<file path="src/rtl/rs232_pkg.sv">
`default_nettype none
// ============================================================================
// rs232_pkg : FSM state encoding, parity-mode constants and vote helper
// Rev 1.0
// ============================================================================
package rs232_pkg;

  typedef logic [2:0] state_t;

  localparam state_t ST_IDLE   = 3'd0;
  localparam state_t ST_START  = 3'd1;
  localparam state_t ST_DATA   = 3'd2;
  localparam state_t ST_PARITY = 3'd3;
  localparam state_t ST_STOP   = 3'd4;

  localparam int PAR_NONE = 0;
  localparam int PAR_ODD  = 1;
  localparam int PAR_EVEN = 2;

  function automatic logic maj3(input logic a, input logic b, input logic c);
    return (a & b) | (a & c) | (b & c);
  endfunction

endpackage
`default_nettype wire

</file>
<file path="src/rtl/rs232_rx_cfg_if.sv">
`default_nettype none
// ============================================================================
// rs232_rx_cfg_if : serial line and received-word handshake of the receiver
// Rev 1.0
// ============================================================================
interface rs232_rx_cfg_if #(
  parameter int pDATA_W = 8
) ();

  logic               iSerial;
  logic [pDATA_W-1:0] oRxD;
  logic               oRxValid;
  logic               iRxReady;
  logic               oParityErr;
  logic               oFrameErr;
  logic               oOverrun;

  modport master (
    input  iSerial,
    input  iRxReady,
    output oRxD,
    output oRxValid,
    output oParityErr,
    output oFrameErr,
    output oOverrun
  );

  modport slave (
    output iSerial,
    output iRxReady,
    input  oRxD,
    input  oRxValid,
    input  oParityErr,
    input  oFrameErr,
    input  oOverrun
  );

endinterface
`default_nettype wire

</file>
<file path="src/rtl/rs232_sample.sv">
`default_nettype none
// ============================================================================
// rs232_sample : 2-flop line synchronizer, falling-edge detect, 3-sample vote
// Rev 1.0
// ============================================================================
module rs232_sample
  import rs232_pkg::*;
#(
  parameter int pCLK_PER_BIT = 434,
  parameter int CNT_W        = $clog2(pCLK_PER_BIT)
) (
  input  wire logic             Clk,
  input  wire logic             Rst,
  input  wire logic             serial_in,
  input  wire logic [CNT_W-1:0] cell_cnt,
  output logic                  fall,
  output logic                  bit_val,
  output logic                  bit_done
);

  localparam int              HALF  = pCLK_PER_BIT / 2;
  localparam logic [CNT_W-1:0] SMP_A = CNT_W'(HALF - 1);
  localparam logic [CNT_W-1:0] SMP_B = CNT_W'(HALF);
  localparam logic [CNT_W-1:0] SMP_C = CNT_W'(HALF + 1);

  logic sync_a;
  logic sync_b;
  logic sync_prev;
  logic smp_a;
  logic smp_b;

  always_ff @(posedge Clk or negedge Rst) begin
    if (!Rst) begin
      sync_a    <= 1'b1;
      sync_b    <= 1'b1;
      sync_prev <= 1'b1;
      smp_a     <= 1'b1;
      smp_b     <= 1'b1;
    end else begin
      sync_a    <= serial_in;
      sync_b    <= sync_a;
      sync_prev <= sync_b;
      if (cell_cnt == SMP_A) smp_a <= sync_b;
      if (cell_cnt == SMP_B) smp_b <= sync_b;
    end
  end

  // Third sample is the live synchronized bit, so the vote resolves at H+1.
  assign fall     = sync_prev & ~sync_b;
  assign bit_done = (cell_cnt == SMP_C);
  assign bit_val  = maj3(smp_a, smp_b, sync_b);

endmodule
`default_nettype wire

</file>
<file path="src/rtl/rs232_rx_cfg.sv">
`default_nettype none
// ============================================================================
// rs232_rx_cfg : configurable RS-232 receiver with parity/stop checks and hold
// Rev 1.0
// ============================================================================
module rs232_rx_cfg
  import rs232_pkg::*;
#(
  parameter int pDATA_W      = 8,
  parameter int pCLK_PER_BIT = 434,
  parameter int pPARITY      = 0,
  parameter int pSTOP_BITS   = 1
) (
  input wire logic         Clk,
  input wire logic         Rst,
  rs232_rx_cfg_if.master   bus
);

  localparam int CNT_W = $clog2(pCLK_PER_BIT);
  localparam int BIT_W = 4;

  if (pDATA_W < 5 || pDATA_W > 9) begin : g_bad_data_w
    $error("rs232_rx_cfg: pDATA_W must be 5..9");
  end
  if (pCLK_PER_BIT < 8) begin : g_bad_clk_per_bit
    $error("rs232_rx_cfg: pCLK_PER_BIT must be >= 8");
  end
  if (pPARITY != PAR_NONE && pPARITY != PAR_ODD && pPARITY != PAR_EVEN) begin : g_bad_parity
    $error("rs232_rx_cfg: pPARITY must be 0, 1 or 2");
  end
  if (pSTOP_BITS != 1 && pSTOP_BITS != 2) begin : g_bad_stop_bits
    $error("rs232_rx_cfg: pSTOP_BITS must be 1 or 2");
  end

  localparam logic [CNT_W-1:0] CELL_LAST = CNT_W'(pCLK_PER_BIT - 1);
  localparam logic [BIT_W-1:0] DATA_LAST = BIT_W'(pDATA_W - 1);
  localparam logic [BIT_W-1:0] STOP_LAST = BIT_W'(pSTOP_BITS - 1);

  state_t             state;
  state_t             state_nxt;
  logic [CNT_W-1:0]   cell_cnt;
  logic [BIT_W-1:0]   bit_cnt;
  logic [pDATA_W-1:0] shreg;
  logic               par_err_acc;
  logic               frm_err_acc;

  logic [pDATA_W-1:0] rxd;
  logic               rx_valid;
  logic               par_err;
  logic               frm_err;
  logic               overrun;

  logic fall;
  logic bit_val;
  logic bit_done;
  logic last_data;
  logic last_stop;
  logic par_expect;

  logic cnt_clr;
  logic shift_en;
  logic par_en;
  logic stop_en;
  logic frame_done;

  rs232_sample #(
    .pCLK_PER_BIT (pCLK_PER_BIT),
    .CNT_W        (CNT_W)
  ) u_sample (
    .Clk       (Clk),
    .Rst       (Rst),
    .serial_in (bus.iSerial),
    .cell_cnt  (cell_cnt),
    .fall      (fall),
    .bit_val   (bit_val),
    .bit_done  (bit_done)
  );

  assign last_data  = (bit_cnt == DATA_LAST);
  assign last_stop  = (bit_cnt == STOP_LAST);
  assign par_expect = (pPARITY == PAR_ODD) ? ~(^shreg) : (^shreg);

  always_ff @(posedge Clk or negedge Rst) begin
    if (!Rst) state <= ST_IDLE;
    else      state <= state_nxt;
  end

  always_comb begin
    state_nxt = state;
    case (state)
      ST_IDLE:   if (fall) state_nxt = ST_START;
      ST_START:  if (bit_done) state_nxt = bit_val ? ST_IDLE : ST_DATA;
      ST_DATA:   if (bit_done && last_data)
                   state_nxt = (pPARITY == PAR_NONE) ? ST_STOP : ST_PARITY;
      ST_PARITY: if (bit_done) state_nxt = ST_STOP;
      ST_STOP:   if (bit_done && last_stop) state_nxt = ST_IDLE;
      default:   state_nxt = ST_IDLE;
    endcase
  end

  always_comb begin
    cnt_clr    = (state == ST_IDLE) || (state_nxt == ST_IDLE);
    shift_en   = 1'b0;
    par_en     = 1'b0;
    stop_en    = 1'b0;
    frame_done = 1'b0;
    case (state)
      ST_DATA:   shift_en = bit_done;
      ST_PARITY: par_en   = bit_done;
      ST_STOP: begin
        stop_en    = bit_done;
        frame_done = bit_done && last_stop;
      end
      default: ;
    endcase
  end

  // Counter is forced to 0 on the way back to IDLE so an early start edge
  // arriving during the tail of the stop cell begins a clean cell.
  always_ff @(posedge Clk or negedge Rst) begin
    if (!Rst) begin
      cell_cnt <= '0;
    end else if (cnt_clr || cell_cnt == CELL_LAST) begin
      cell_cnt <= '0;
    end else begin
      cell_cnt <= cell_cnt + 1'b1;
    end
  end

  always_ff @(posedge Clk or negedge Rst) begin
    if (!Rst) begin
      bit_cnt <= '0;
    end else if (state == ST_IDLE || state_nxt != state) begin
      bit_cnt <= '0;
    end else if (shift_en || stop_en) begin
      bit_cnt <= bit_cnt + 4'd1;
    end
  end

  always_ff @(posedge Clk or negedge Rst) begin
    if (!Rst) begin
      shreg       <= '0;
      par_err_acc <= 1'b0;
      frm_err_acc <= 1'b0;
    end else begin
      if (shift_en) shreg <= {bit_val, shreg[pDATA_W-1:1]};
      if (state == ST_IDLE) begin
        par_err_acc <= 1'b0;
        frm_err_acc <= 1'b0;
      end else begin
        if (par_en) par_err_acc <= (bit_val != par_expect);
        if (stop_en && !bit_val) frm_err_acc <= 1'b1;
      end
    end
  end

  // A completed frame may load only when the holding register is empty or
  // is being emptied on this very edge; otherwise it is dropped.
  always_ff @(posedge Clk or negedge Rst) begin
    if (!Rst) begin
      rxd      <= '0;
      rx_valid <= 1'b0;
      par_err  <= 1'b0;
      frm_err  <= 1'b0;
      overrun  <= 1'b0;
    end else begin
      overrun <= frame_done && rx_valid && !bus.iRxReady;
      if (frame_done && (!rx_valid || bus.iRxReady)) begin
        rxd      <= shreg;
        par_err  <= par_err_acc;
        frm_err  <= frm_err_acc | ~bit_val;
        rx_valid <= 1'b1;
      end else if (rx_valid && bus.iRxReady) begin
        rx_valid <= 1'b0;
      end
    end
  end

  assign bus.oRxD       = rxd;
  assign bus.oRxValid   = rx_valid;
  assign bus.oParityErr = par_err;
  assign bus.oFrameErr  = frm_err;
  assign bus.oOverrun   = overrun;

endmodule
`default_nettype wire

</file>
<file path="src/flat_wrapper.sv">
// flat-port wrapper written by rule: the top's interface ports become plain ports
module rs232_rx_cfg_flat import rs232_pkg::*;
#(
  parameter int pDATA_W      = 8,
  parameter int pCLK_PER_BIT = 434,
  parameter int pPARITY      = 0,
  parameter int pSTOP_BITS   = 1
)
  (Clk, Rst, bus_iSerial, bus_iRxReady, bus_oRxD, bus_oRxValid, bus_oParityErr, bus_oFrameErr, bus_oOverrun);
  rs232_rx_cfg_if #(.pDATA_W(pDATA_W)) bus_i ();
  input wire logic Clk;
  input wire logic Rst;
  input wire logic [$bits(bus_i.iSerial)-1:0] bus_iSerial;
  input wire logic [$bits(bus_i.iRxReady)-1:0] bus_iRxReady;
  output wire logic [$bits(bus_i.oRxD)-1:0] bus_oRxD;
  output wire logic [$bits(bus_i.oRxValid)-1:0] bus_oRxValid;
  output wire logic [$bits(bus_i.oParityErr)-1:0] bus_oParityErr;
  output wire logic [$bits(bus_i.oFrameErr)-1:0] bus_oFrameErr;
  output wire logic [$bits(bus_i.oOverrun)-1:0] bus_oOverrun;
  assign bus_i.iSerial = bus_iSerial;
  assign bus_i.iRxReady = bus_iRxReady;
  assign bus_oRxD = bus_i.oRxD;
  assign bus_oRxValid = bus_i.oRxValid;
  assign bus_oParityErr = bus_i.oParityErr;
  assign bus_oFrameErr = bus_i.oFrameErr;
  assign bus_oOverrun = bus_i.oOverrun;
  rs232_rx_cfg #(.pDATA_W(pDATA_W), .pCLK_PER_BIT(pCLK_PER_BIT), .pPARITY(pPARITY), .pSTOP_BITS(pSTOP_BITS)) u_core (.Clk(Clk), .Rst(Rst), .bus(bus_i));
endmodule
</file>
<file path="config.mk">
export PLATFORM = sky130hd
export DESIGN_NAME = rs232_rx_cfg_flat
export DESIGN_NICKNAME = d
export VERILOG_FILES = /design/src/rtl/rs232_pkg.sv /design/src/rtl/rs232_rx_cfg_if.sv /design/src/rtl/rs232_sample.sv /design/src/rtl/rs232_rx_cfg.sv /design/src/flat_wrapper.sv
export SDC_FILE = /design/constraint.sdc
export NUM_CORES = 1
export LEC_CHECK = 0
export CELL_PAD_IN_SITES_DETAIL_PLACEMENT = 1
export CELL_PAD_IN_SITES_GLOBAL_PLACEMENT = 1
export CORE_ASPECT_RATIO = 1.1
export CORE_UTILIZATION = 25
export CTS_BUF_LIST = sky130_fd_sc_hd__clkbuf_4 sky130_fd_sc_hd__clkbuf_8
export CTS_CLUSTER_DIAMETER = 50
export DETAILED_ROUTE_END_ITERATION = 6
export PLACE_DENSITY = 0.54
export SLEW_MARGIN = 20
export SYNTH_ARGS = -nofsm -noshare
export SYNTH_HDL_FRONTEND = slang
export SYNTH_SLANG_ARGS = --single-unit
</file>
<file path="constraint.sdc">
create_clock -name Clk -period 2.2 [get_ports Clk]
set_input_delay 0.44 -clock Clk [delete_from_list [all_inputs] [get_ports Clk]]
set_output_delay 0.44 -clock Clk [all_outputs]
set_load 0.01 [all_outputs]
</file>
### Yosys cells after proc, flatten, opt, wreduce, memory -nomap -nowiden

Index checks and enable logic that the tools add are counted.

| operators by class | value |
|---|---|
| add/subtract/negate cells | 2 |
| equality and inequality tests | 11 |
| muxes and demuxes | 20 |
| bitwise operators | 9 |
| reduce and logical (&&, ||, !) cells | 23 |

Operator list:

| kind | number |
|---|---|
| 9-bit by 8-bit equality test with 1-bit output, second input constant | 3 |
| 3-bit two-way mux | 5 |
| 3-bit one-hot mux with 5 select lines | 1 |
| 1-bit two-way mux | 10 |
| 9-bit by 1-bit adder with 9-bit output, second input constant | 1 |
| 9-bit equality test, second input constant | 1 |
| 9-bit two-way mux | 1 |
| 4-bit two-way mux | 2 |
| 2-bit nonzero test | 4 |
| 8-bit parity | 1 |
| 1-bit logical AND | 7 |
| 3-bit by 2-bit equality test with 1-bit output, second input constant | 2 |
| 3-bit zero test | 2 |
| 1-bit logical OR | 5 |
| 4-bit by 1-bit adder with 4-bit output, second input constant | 1 |
| 1-bit AND | 4 |
| 4-bit by 3-bit equality test with 1-bit output, second input constant | 1 |
| 4-bit zero test | 1 |
| 3-bit by 1-bit equality test with 1-bit output, second input constant | 1 |
| 3-bit equality test, second input constant | 1 |
| 1-bit zero test | 3 |
| 3-bit inequality test | 1 |
| 1-bit bitwise OR | 3 |
| 2-bit two-way mux | 1 |
| 2 further kinds | 3 |

| storage, ports and cells | value |
|---|---|
| register bits after elaboration | 43 |
| bits of input ports | 4 |
| output and inout port bits | 12 |
| logic and storage cells | 81 |

### Logic depth before layout (Yosys ltp)

Gate-level depths: netlist (run 1).

| depth | value |
|---|---|
| word-level depth | 10 |
| mapped depth | 7 |
| depth with buffers taken out | 7 |

### Modules after synthesis

A second synthesis (run 1) with hierarchy kept.

| unflattened totals | value |
|---|---|
| cells, all modules | 175 |
| area, all modules | 2117.0 um2 |

Modules (own cells, without submodules):

| module | times used | cells each | area an instance (um2) | sequential area each (um2) |
|---|---|---|---|---|
| rs232_rx_cfg | 1 | 160 | 1886.8 | 950.9 |
| rs232_sample | 1 | 15 | 230.2 | 131.4 |

### Least setup slack after synthesis (run 1)

Ideal clock, no wire load.

| path | value |
|---|---|
| path type | register to register |
| from | reg u_core.cell_cnt[0] |
| to | reg u_core.rxd[1] (netlist: u_core.bus.oRxD[1]) |
| library setup time | 0.125 ns |
| arrival | 1.862 ns |
| data required time | 2.075 ns |
| setup slack | 0.213 ns |
| stages on the path, launching flop included | 8 |
| buffers on the path | 1 |
| clock period less this slack | 1.987 ns |
| path through | dfrtp_1 > inv_1 > ha_1 > nor4bb_1 > nand4_2 > nor2b_1 > buf_4 > mux2_2 |

| between the ends | value |
|---|---|
| cells in the longest elaborated chain, start to end | 4 |

Ends and longest elaborated chain:

| element | line | RTL |
|---|---|---|
| start, declared | rs232_rx_cfg.sv:41 | `logic [CNT_W-1:0] cell_cnt;` |
| start signal, assigned | rs232_rx_cfg.sv:126 | `cell_cnt <= cell_cnt + 1'b1;` |
| 9-bit by 8-bit equality test with 1-bit output | rs232_sample.sv:50 | `assign bit_done = (cell_cnt == SMP_C);` |
| 1-bit logical AND | rs232_rx_cfg.sv:112 | `frame_done = bit_done && last_stop;` |
| 1-bit two-way mux | rs232_rx_cfg.sv:107 | `case (state)` |
| 1-bit logical AND | rs232_rx_cfg.sv:168 | `if (frame_done && (!rx_valid \|\| bus.iRxReady)) begin` |
| end signal, assigned | rs232_rx_cfg.sv:169 | `rxd <= shreg;` |
| end, declared | rs232_rx_cfg.sv:47 | `logic [pDATA_W-1:0] rxd;` |

No other way between the ends.
A chain may end at the register's enable or synchronous reset.

### Final worst setup path (run 1)

| path | value |
|---|---|
| from | reg u_core.state[2] |
| to | reg u_core.cell_cnt[4] |

| between the ends | value |
|---|---|
| cells in the longest elaborated chain, start to end | 6 |
| elaborated cells on any way between the ends | 15 |

Ends and longest elaborated chain:

| element | line | RTL |
|---|---|---|
| start, declared | rs232_rx_cfg.sv:39 | `state_t state;` |
| start signal, assigned | rs232_rx_cfg.sv:85 | `else state <= state_nxt;` |
| 3-bit equality test, or another cell as far along | rs232_rx_cfg.sv:90 | `case (state)` |
| 3-bit one-hot mux with 5 select lines | rs232_rx_cfg.sv:90 |  |
| 3-bit zero test | rs232_rx_cfg.sv:102 | `cnt_clr = (state == ST_IDLE) \|\| (state_nxt == ST_IDLE);` |
| 1-bit logical OR (*) | rs232_rx_cfg.sv:102 |  |
| 1-bit logical OR (*) | rs232_rx_cfg.sv:123 | `end else if (cnt_clr \|\| cell_cnt == CELL_LAST) begin` |
| 9-bit two-way mux (*) | rs232_rx_cfg.sv:123 |  |

Every way passes the cells marked *; elsewhere a longest branch is shown, timed or not.

==> results of run 1 <==
==> what timing repair did <==
| item | 4_1_cts | 5_1_grt |
|---|---|---|
| buffers inserted | 0 | 2 |
| resized for setup | 0 | 11 |
| endpoints found under the setup margin | 0 | 23 |
==> power groups by stage <==
stage | clock network (mW) | registers [mW] | logic [mW]
2_1_floorplan | 0 | 0.891 | 0.217
3_3_place_gp | 0 | 0.914 | 0.299
3_5_place_dp | 0 | 0.918 | 0.309
4_1_cts | 0.687 | 0.904 | 0.312
5_1_grt | 0.726 | 0.923 | 0.399
6_report | 0.660 | 0.910 | 0.357
==> sequential cells by signal, indices dropped and copies added, names as in the netlist, 3 cells and up <==
| name | cells |
|---|---|
| u_core.bus.oRxD | 8 |
| u_core.cell_cnt | 9 |
| u_core.shreg | 8 |
| u_core.state | 3 |
| u_core.bit_cnt | 4 |
==> final cells by class <==
type / instances / area share, %
clock buffer: 6 / 2.97
clock inverter: 2 / 1.39
inverter: 6 / 0.809
multi-input combinational: 132 / 40.9
sequential: 43 / 38.9
tap: 111 / 4.99
timing repair buffer: 33 / 10.1
==> cells by family after synthesis <==
| family | share of synthesized area [%] |
|---|---|
| xor+xnor | 7.57 |
| fa+ha+maj | 3.92 |
| flops | 49.2 |
| buf+inv | 2.39 |
| compound gates | 6.66 |
| mux | 10.7 |
| simple gates | 19.6 |
==> layout by cell type, fill, tap and decap left out, drive strengths merged, types with 2 or more instances in the layout <==
cell,synthesis,final
dfrtp,38,38
mux2,20,20
buf,3,19
nor2,16,16
xnor2,14,14
clkdlybuf4s50,0,14
nand2,11,11
nor3,9,9
inv,6,7
nor4,7,7
clkbuf,3,6
ha,6,6
a21oi,5,5
nand3,5,5
xor2,5,5
dfstp,5,5
nand2b,4,4
o21ai,4,4
nand4b,3,3
o31ai,2,2
o32ai,1,2
nand4,2,2
==> worst paths after layout <==
kind	slack [ns]	end	start	depth (start not counted)
max	0.15	u_core.cell_cnt[4]	u_core.state[2]	5
min	0.05	u_core.state[1]	Rst	1
max reg2reg	0.15	u_core.cell_cnt[4]	u_core.state[2]	5
min reg2reg	0.37	u_core.u_sample.sync_b	u_core.u_sample.sync_a	0
max in group asynchronous	1.52	u_core.u_sample.smp_b	Rst	2
min in group Clk	0.37	u_core.u_sample.sync_b	u_core.u_sample.sync_a	0
==> metrics by stage <==
stage	setup slack, ns	hold WS, ns	cell area [um2]
final	0.146	0.0462	2780
after global routing	0.0254	0.0677	2780
after CTS	0.0295	0.0636	2700
after detailed placement	0.0467	0.351	2570
after global placement	0.137	0.346	2570
after floorplan	0.213	0.144	2200
==> layer usage <==
layer | up-vias | part of all wire (%)
met5 | - | 0
met1 | 795 | 46
met4 | 0 | 1.7
li1 | 726 | -
met2 | 13 | 50
met3 | 7 | 1.8
==> critical path, stage by stage (launching register included) <==
cell	delay, ns
dfrtp_1	0.53
buf_4	0.24
o32a_1	0.41
nor3_4	0.30
o32ai_4	0.19
nor4_2	0.30
==> impl_metrics.py, run 1 <==
metrics = {
    "sta": {
        "setup_violations": 0,
        "rsz0062_at_grt": "false",
        "slew_headroom_pct": 63.8,
        "tightestPinTransition_ns": 0.539,
        "finalCriticalPeriod_ns": 2.05,
        "slew_violations": 0,
        "finClkSkew_ns": 0.00762,
        "tns_ns": 0,
        "fin_crit_sh_pct": 93.4,
        "max_freq_mhz": 487,
        "hold_viol": 0,
    },
    "place": {
        "io_buffers": 15,
        "place_hpwl_mm": 3.49,
        "place_inst": 322,
        "routabilityCongestion": 0.742,
    },
    "finish": {
        "seq_area_um2": 1080,
        "areaGrowthSynthToFinish_pct": 26.6,
        "fin_cells": 333,
        "nets": 231,
        "final_util_pct": 32.9,
        "drive_gt1_share_pct": 32.4,
        "diodes": 0,
        "multiInputGateArea_um2": 1140,
        "n_fill_cell": 933,
    },
    "cts": {
        "cts_sinks": 43,
        "clkLatencyLatePin_ns": 0.30,
        "clk_pin_slew_worst_paths_ns": 0.09,
        "ctsHoldBuffers": 0,
        "htree_levels": 2,
        "cts_buffers": 5,
        "clockBufferDepth": 2,
        "clock-root-buffer": "clkbuf_8",
        "cts_tree": "yes",
    },
    "synthesis": {
        "synth_common_cells": "38 x dfrtp_1, 15 x mux2_2, 14 x nor2_1, 14 x xnor2_1, 11 x nand2_1",
        "yosys_register_bits": 43,
        "synth_top_area_share_pct": 43.2,
        "ys.warnings.count": 0,
        "synth_area_leaders": "dfrtp_1 43%, mux2_2 7.7%, dfstp_2 6.0%, xnor2_1 5.6%, ha_1 3.4%",
        "synthArstFlopShare_pct": 100,
        "syn_area_per_cell_um2": 11.8,
        "synthCells": 186,
        "syn-cell-area_um2": 2200,
        "synthesis.nets": 196,
        "synth_cell_types": 51,
        "yosysTopAreaCell": "dfrtp_1",
        "synth_most_common_cell": "dfrtp_1",
        "yosysSeqAreaShare_pct": 49.2,
        "ys.flop_type": "dfrtp_1",
        "synth_edf_count": 0,
    },
    "detailed_routing": {
        "routed_wl_mm": 4.97,
        "drt-vias-per-instance": 4.63,
        "wl_per_cell_um": 14.9,
        "num_vias": 1541,
        "drc": 0,
        "dr.pass1.iters": 4,
        "drtIter0Drc": 48,
        "ant_nets": 0,
    },
    "die": {
        "initial_core_util_pct": 26.0,
        "die_h_um": 100,
        "io-pin-count": 16,
        "placementRows": 35,
        "core_area_um2": 8450,
        "die_w_um": 91.4,
        "die_area_um2": 9180,
    },
    "grt": {
        "busiest_layer": "met2",
        "grt_pass1_vias": 1660,
        "antenna_found_initial": 0,
        "met1_usage_pct": 16.1,
        "grt.overflow.total": 0,
        "grtUsageMet3_pct": 2.05,
        "track_usage_pct": 11.9,
        "grt_max_degree": 19,
        "grt_use_met2_pct": 19.1,
        "grt_pass1_wl_mm": 8.56,
    },
    "worst_setup_path": {
        "crit_path_end_kind": "flop",
        "worstPathArrival_ns": 2.26,
        "startpoint_type": "flop",
        "worstPathRequired_ns": 2.41,
        "path_class": "reg2reg",
        "cp_max_fo": 10,
    },
    "power": {
        "p_clk_share_pct": 34.2,
        "intPower_mw": 1.38,
        "irDropWorstVdd_mv": 0.254,
        "power.share.sequential_pct": 47.2,
        "p_leak_nw": 1.25,
        "power_mw": 1.93,
        "swShare_pct": 28.3,
        "power.density_nw_per_um2": 692,
        "p_sw_uw": 545,
        "pwr-share-comb_pct": 18.5,
    },
    "run_status": {
        "status": "complete, no violations",
    },
    "worst_hold_path": {
        "holdCritPathClass": "in2async",
    },
    "flow_run": {
        "max_cap_violations": 0,
    },
}
(Power assumes the default switching activity.)
==> run 2, diff against run 1 <==
--- a/config.mk
+++ b/config.mk
@@ -10,9 +10,10 @@
 export CORE_ASPECT_RATIO = 1.1
 export CORE_UTILIZATION = 25
 export CTS_BUF_LIST = sky130_fd_sc_hd__clkbuf_4 sky130_fd_sc_hd__clkbuf_8
-export CTS_CLUSTER_DIAMETER = 50
+export CTS_CLUSTER_DIAMETER = 80
 export DETAILED_ROUTE_END_ITERATION = 6
-export PLACE_DENSITY = 0.54
+export DONT_BUFFER_PORTS = 1
+export PLACE_DENSITY = 0.51
 export SLEW_MARGIN = 20
 export SYNTH_ARGS = -nofsm -noshare
 export SYNTH_HDL_FRONTEND = slang
==> impl_metrics.py, run 2 (same netlist as run 1, synthesis figures left out) <==
metrics = {
    "worst_setup_path": {
        "crit_path_end_kind": "flop",
        "path_cells": "or3b_4 -> o31ai_4 -> nand3b_2 -> o32ai_4 -> nor3_1",
        "worst_setup_path_startpoint": "u_core.cell_cnt[6]",
        "crit_buf_inv": 0,
        "startpoint_type": "flop",
        "worstPathArrival_ns": 2.25,
        "max_stage_delay_ns": 0.48,
        "reg2reg_setup_slack_ns": 0.11,
        "crit_end": "u_core.cell_cnt[6]",
        "worstPathRequired_ns": 2.36,
        "path_depth": 5,
        "critPathSlowestCell": "or3b_4",
        "cp_max_fo": 5,
        "r2r-end": "u_core.cell_cnt[6]",
        "path_class": "reg2reg",
        "cp_top_family": "simple AND/OR/NAND/NOR gates",
        "rr_worst_depth": 5,
        "r2r-start": "u_core.cell_cnt[6]",
    },
    "finish": {
        "final_cell_mix": "38 x dfrtp_1, 15 x mux2_2, 14 x nor2_1, 14 x xnor2_1, 12 x buf_4",
        "n_fill_cell": 942,
        "drive_gt1_share_pct": 33.0,
        "final_util_pct": 31.1,
        "areaGrowthSynthToFinish_pct": 19.3,
        "nets": 212,
        "fin_cells": 314,
        "largest_reg_flops": 9,
        "regMostFlops": "u_core.cell_cnt",
        "fin_area_um2": 2630,
        "layout_commonest_cell": "dfrtp_1",
        "diodes": 0,
    },
    "die": {
        "io-pin-count": 16,
        "initial_core_util_pct": 26.0,
        "die_h_um": 100,
        "die_area_um2": 9180,
        "core_area_um2": 8450,
        "placementRows": 35,
        "die_w_um": 91.4,
    },
    "sta": {
        "rsz0062_at_grt": "true",
        "hold_viol": 0,
        "slew_headroom_pct": 62.2,
        "max_freq_mhz": 479,
        "finalCriticalPeriod_ns": 2.09,
        "fin_crit_sh_pct": 95.0,
        "finClkSkew_ns": 0.0113,
        "setup_violations": 0,
        "slew_violations": 0,
        "tightestPinTransition_ns": 0.563,
        "postLayoutSetupSlackWorst_ns": 0.111,
    },
    "flow_run": {
        "max_cap_violations": 0,
    },
    "power": {
        "power.density_nw_per_um2": 678,
        "irDropWorstVdd_mv": 0.228,
        "p_leak_nw": 1.17,
        "power_mw": 1.78,
    },
    "cts": {
        "clkLatencyLatePin_ns": 0.30,
        "cts_tree": "yes",
        "cts_sinks": 43,
        "clock-root-buffer": "clkbuf_8",
        "cts_buffers": 5,
        "clockBufferDepth": 2,
        "clk_pin_slew_worst_paths_ns": 0.10,
        "htree_levels": 2,
    },
    "place": {
        "routabilityCongestion": 0.765,
        "dpl-instance-area_um2": 2400,
        "place_hpwl_mm": 3.15,
        "dp_slack_ns": 0.103,
        "place_inst": 303,
        "io_buffers": 0,
    },
    "grt": {
        "grt_max_degree": 44,
        "grt_pass1_vias": 1545,
        "antenna_found_initial": 0,
        "track_usage_pct": 10.9,
        "grt.overflow.total": 0,
        "grt_pass1_wl_mm": 7.83,
    },
    "detailed_routing": {
        "num_vias": 1451,
        "wl_per_cell_um": 14.7,
        "dr.pass1.iters": 5,
        "ant_nets": 0,
        "drc": 0,
        "routed_wl_mm": 4.62,
        "drt-vias-per-instance": 4.62,
        "drtIter0Drc": 46,
    },
    "worst_hold_path": {
        "holdCritPathClass": "in2reg",
        "holdCritStartpoint": "bus_iSerial",
    },
    "run_status": {
        "status": "complete, no violations",
    },
}
run 2: cell count changes in the layout (fill, tap and decap cells not counted), moves of 2 or more:
cell / previous run / this run
clkdlybuf4s50_1: 14 / 0
buf_4: 18 / 12
nor4_1: 4 / 1
nor4_2: 3 / 6
clkinv_4: 0 / 2
run 2: timing repair:
item,in CTS,in global routing
resized for setup,0,13
endpoints found under the setup margin,0,23
hold endpoints to repair,43,0
setup buffers,0,0
hold buffers,2,0
run 2: worst min-delay path by stage:
stage,endpoint,cells past startpoint
finish,u_core.u_sample.sync_a,0
global route,u_core.u_sample.sync_a,0
CTS,u_core.u_sample.sync_a,0
detailed placement,u_core.cell_cnt[3],0
global placement,u_core.cell_cnt[3],0
floorplan,u_core.bit_cnt[0],0
run 2: routing by layer:
layer	share of wire, %	global-route usage, %	vias to the layer above
met5	0	0	-
met4	1.8	4.40	0
met3	2.9	2.50	6
met2	48	17.6	16
met1	47	14.1	732
li1	-	-	697
run 2: final cells by class:
cell class | instances | area (um2) | area share, %
clock inverter | 3 | 25.0 | 0.953
multi-input combinational | 132 | 1160 | 44.2
tap | 111 | 139 | 5.29
clock buffer | 5 | 68.8 | 2.62
sequential | 43 | 1080 | 41.2
timing repair buffer | 14 | 128 | 4.86
inverter | 6 | 22.5 | 0.858
run 2: per-stage QoR:
| stage | TNS (ns) | hold WS, ns |
|---|---|---|
| global route | -0.0341 | 0.0973 |
| floorplan | 0 | 0.144 |
| detailed placement | 0 | 0.146 |
| global placement | 0 | 0.146 |
| finish | 0 | 0.120 |
| CTS | 0 | 0.107 |
run 2: power breakdown:
group / leakage [nW] / switching [mW] / total (mW) / internal [mW]
Clock: 0.0443 / 0.298 / 0.525 / 0.227
Combinational: 0.555 / 0.182 / 0.351 / 0.169
Sequential: 0.573 / 0.0656 / 0.903 / 0.837
Total: 1.17 / 0.545 / 1.78 / 1.23
==> run 3, diff against run 2 <==
--- a/config.mk
+++ b/config.mk
@@ -9,10 +9,11 @@
 export CELL_PAD_IN_SITES_GLOBAL_PLACEMENT = 1
 export CORE_ASPECT_RATIO = 1.1
 export CORE_UTILIZATION = 25
-export CTS_BUF_LIST = sky130_fd_sc_hd__clkbuf_4 sky130_fd_sc_hd__clkbuf_8
+export CTS_BUF_LIST = sky130_fd_sc_hd__clkbuf_8 sky130_fd_sc_hd__clkbuf_16
 export CTS_CLUSTER_DIAMETER = 80
 export DETAILED_ROUTE_END_ITERATION = 6
 export DONT_BUFFER_PORTS = 1
+export HOLD_SLACK_MARGIN = 0.03
 export PLACE_DENSITY = 0.51
 export SLEW_MARGIN = 20
 export SYNTH_ARGS = -nofsm -noshare
==> constraint.sdc (replaced) <==
create_clock -name Clk -period 2.5 [get_ports Clk]
set_input_delay 0.5 -clock Clk [delete_from_list [all_inputs] [get_ports Clk]]
set_output_delay 0.5 -clock Clk [all_outputs]
set_load 0.01 [all_outputs]
==> impl_metrics.py, run 3 (same netlist as run 1, synthesis figures left out) <==
metrics = {
    "power": {
        "p_clk_share_pct": 30.1,
        "intPower_mw": 1.05,
        "swShare_pct": 29.9,
        "irDropWorstVdd_mv": 0.210,
        "p_sw_uw": 446,
        "p_leak_nw": 1.09,
        "power_mw": 1.49,
        "power.density_nw_per_um2": 605,
        "power.share.sequential_pct": 53.4,
        "pwr-share-comb_pct": 16.5,
    },
    "finish": {
        "drive_gt1_share_pct": 25.3,
        "diodes": 0,
        "largest_reg_flops": 9,
        "regMostFlops": "u_core.cell_cnt",
        "areaGrowthSynthToFinish_pct": 12.1,
        "final_util_pct": 29.2,
        "layout_commonest_cell": "dfrtp_1",
        "nets": 203,
        "final_cell_mix": "38 x dfrtp_1, 15 x mux2_2, 14 x nor2_1, 14 x xnor2_1, 11 x nand2_1",
    },
    "grt": {
        "grt_pass1_wl_mm": 7.76,
        "grt_pass1_vias": 1526,
        "grt.overflow.total": 0,
        "track_usage_pct": 10.9,
        "grt_max_degree": 41,
        "antenna_found_initial": 0,
    },
    "detailed_routing": {
        "wl_per_cell_um": 14.5,
        "num_vias": 1390,
        "drtIter0Drc": 56,
        "drt-vias-per-instance": 4.56,
        "ant_nets": 0,
        "drc": 0,
        "dr.pass1.iters": 4,
        "routed_wl_mm": 4.42,
    },
    "place": {
        "place_hpwl_mm": 3.13,
        "io_buffers": 0,
        "routabilityCongestion": 0.699,
    },
    "cts": {
        "clock-root-buffer": "clkbuf_8",
        "clk_pin_slew_worst_paths_ns": 0.09,
        "cts_tree": "yes",
        "postCtsSetupBuffers": 0,
        "clockBufferDepth": 2,
        "htree_levels": 2,
        "clkLatencyLatePin_ns": 0.30,
        "cts_sinks": 43,
        "cts_buffers": 5,
    },
    "worst_setup_path": {
        "worstPathArrival_ns": 2.36,
        "path_cells": "inv_1 -> ha_1 -> nand4b_2 -> o32a_1 -> nor3_2 -> o32ai_4 -> nor4_1",
        "rr_worst_depth": 7,
        "worstPathRequired_ns": 2.70,
        "critPathSlowestCell": "dfrtp_1",
        "path_class": "reg2reg",
        "crit_path_end_kind": "flop",
        "max_stage_delay_ns": 0.43,
        "r2r-start": "u_core.cell_cnt[0]",
        "worst_setup_path_startpoint": "u_core.cell_cnt[0]",
        "cp_max_fo": 9,
        "startpoint_type": "flop",
    },
    "sta": {
        "slew_violations": 0,
        "setup_violations": 0,
        "finClkSkew_ns": 0.00748,
        "tns_ns": 0,
        "hold_viol": 0,
        "rsz0062_at_grt": "false",
        "tightestPinTransition_ns": 0.505,
        "fin_crit_sh_pct": 86.7,
        "finalCriticalPeriod_ns": 2.17,
        "slew_headroom_pct": 66.0,
        "max_freq_mhz": 461,
    },
    "die": {
        "die_w_um": 91.4,
        "core_area_um2": 8450,
        "die_h_um": 100,
        "placementRows": 35,
        "io-pin-count": 16,
        "die_area_um2": 9180,
        "initial_core_util_pct": 26.0,
    },
    "worst_hold_path": {
        "holdCritPathClass": "in2reg",
        "min_path_cells": 0,
        "holdCritStartpoint": "bus_iSerial",
    },
    "flow_run": {
        "max_cap_violations": 0,
    },
    "run_status": {
        "status": "complete, no violations",
    },
}
-- run 3: worst max-delay path, delay by kind of cell (launching register included) --
| family | cells | cell delay, ns |
|---|---|---|
| fa+ha+maj | 1 | 0.24 |
| buf+inv | 1 | 0.10 |
| simple gates | 3 | 0.74 |
| flops | 1 | 0.43 |
| compound gates | 2 | 0.56 |
-- run 3: worst paths after layout --
kind / slack, ns / to
hold reg to reg: 0.36 / u_core.u_sample.sync_b
min in group asynchronous: 0.79 / u_core.u_sample.smp_b
max in group asynchronous: 1.43 / u_core.u_sample.sync_a
hold / removal: 0.18 / u_core.u_sample.sync_a
setup reg to reg: 0.33 / u_core.cell_cnt[4]
setup / recovery: 0.33 / u_core.cell_cnt[4]
-- run 3: repair_timing --
action | 4_1_cts | 5_1_grt
hold buffers | 2 | 0
hold endpoints to repair | 40 | 0
gates resized for setup | 0 | 0
-- run 3: area by class of cell --
cell class	count	area [um2]
flip-flops and latches	43	1080
fillers	933	5990
repair buffers	6	67.6
multi-input cells	131	1060
clock inverters	3	20.0
clock buffers	5	68.8
well taps	111	139
inverters	6	22.5
-- run 3: layer usage --
metal,track usage (%),wire length [um]
met1,13.5,2060
met4,4.03,79
met3,2.88,141
met5,0,0
met2,18.1,2140
-- run 3: stage by stage --
step,cells,worst slack (ns),instance area [um2],hold WS (ns)
floorplan,186,0.513,2200,0.204
global placement,295,0.365,2340,0.206
detailed placement,295,0.293,2340,0.206
CTS,305,0.280,2460,0.170
global route,305,0.0984,2460,0.157
finish,305,0.332,2460,0.185
-- run 3: power groups by stage --
stage	Clock (mW)	Sequential, mW	Combinational, mW
6_report	0.450	0.797	0.246
5_1_grt	0.503	0.804	0.281
4_1_cts	0.482	0.796	0.252
3_5_place_dp	0	0.811	0.228
3_3_place_gp	0	0.809	0.228
2_1_floorplan	0	0.784	0.191
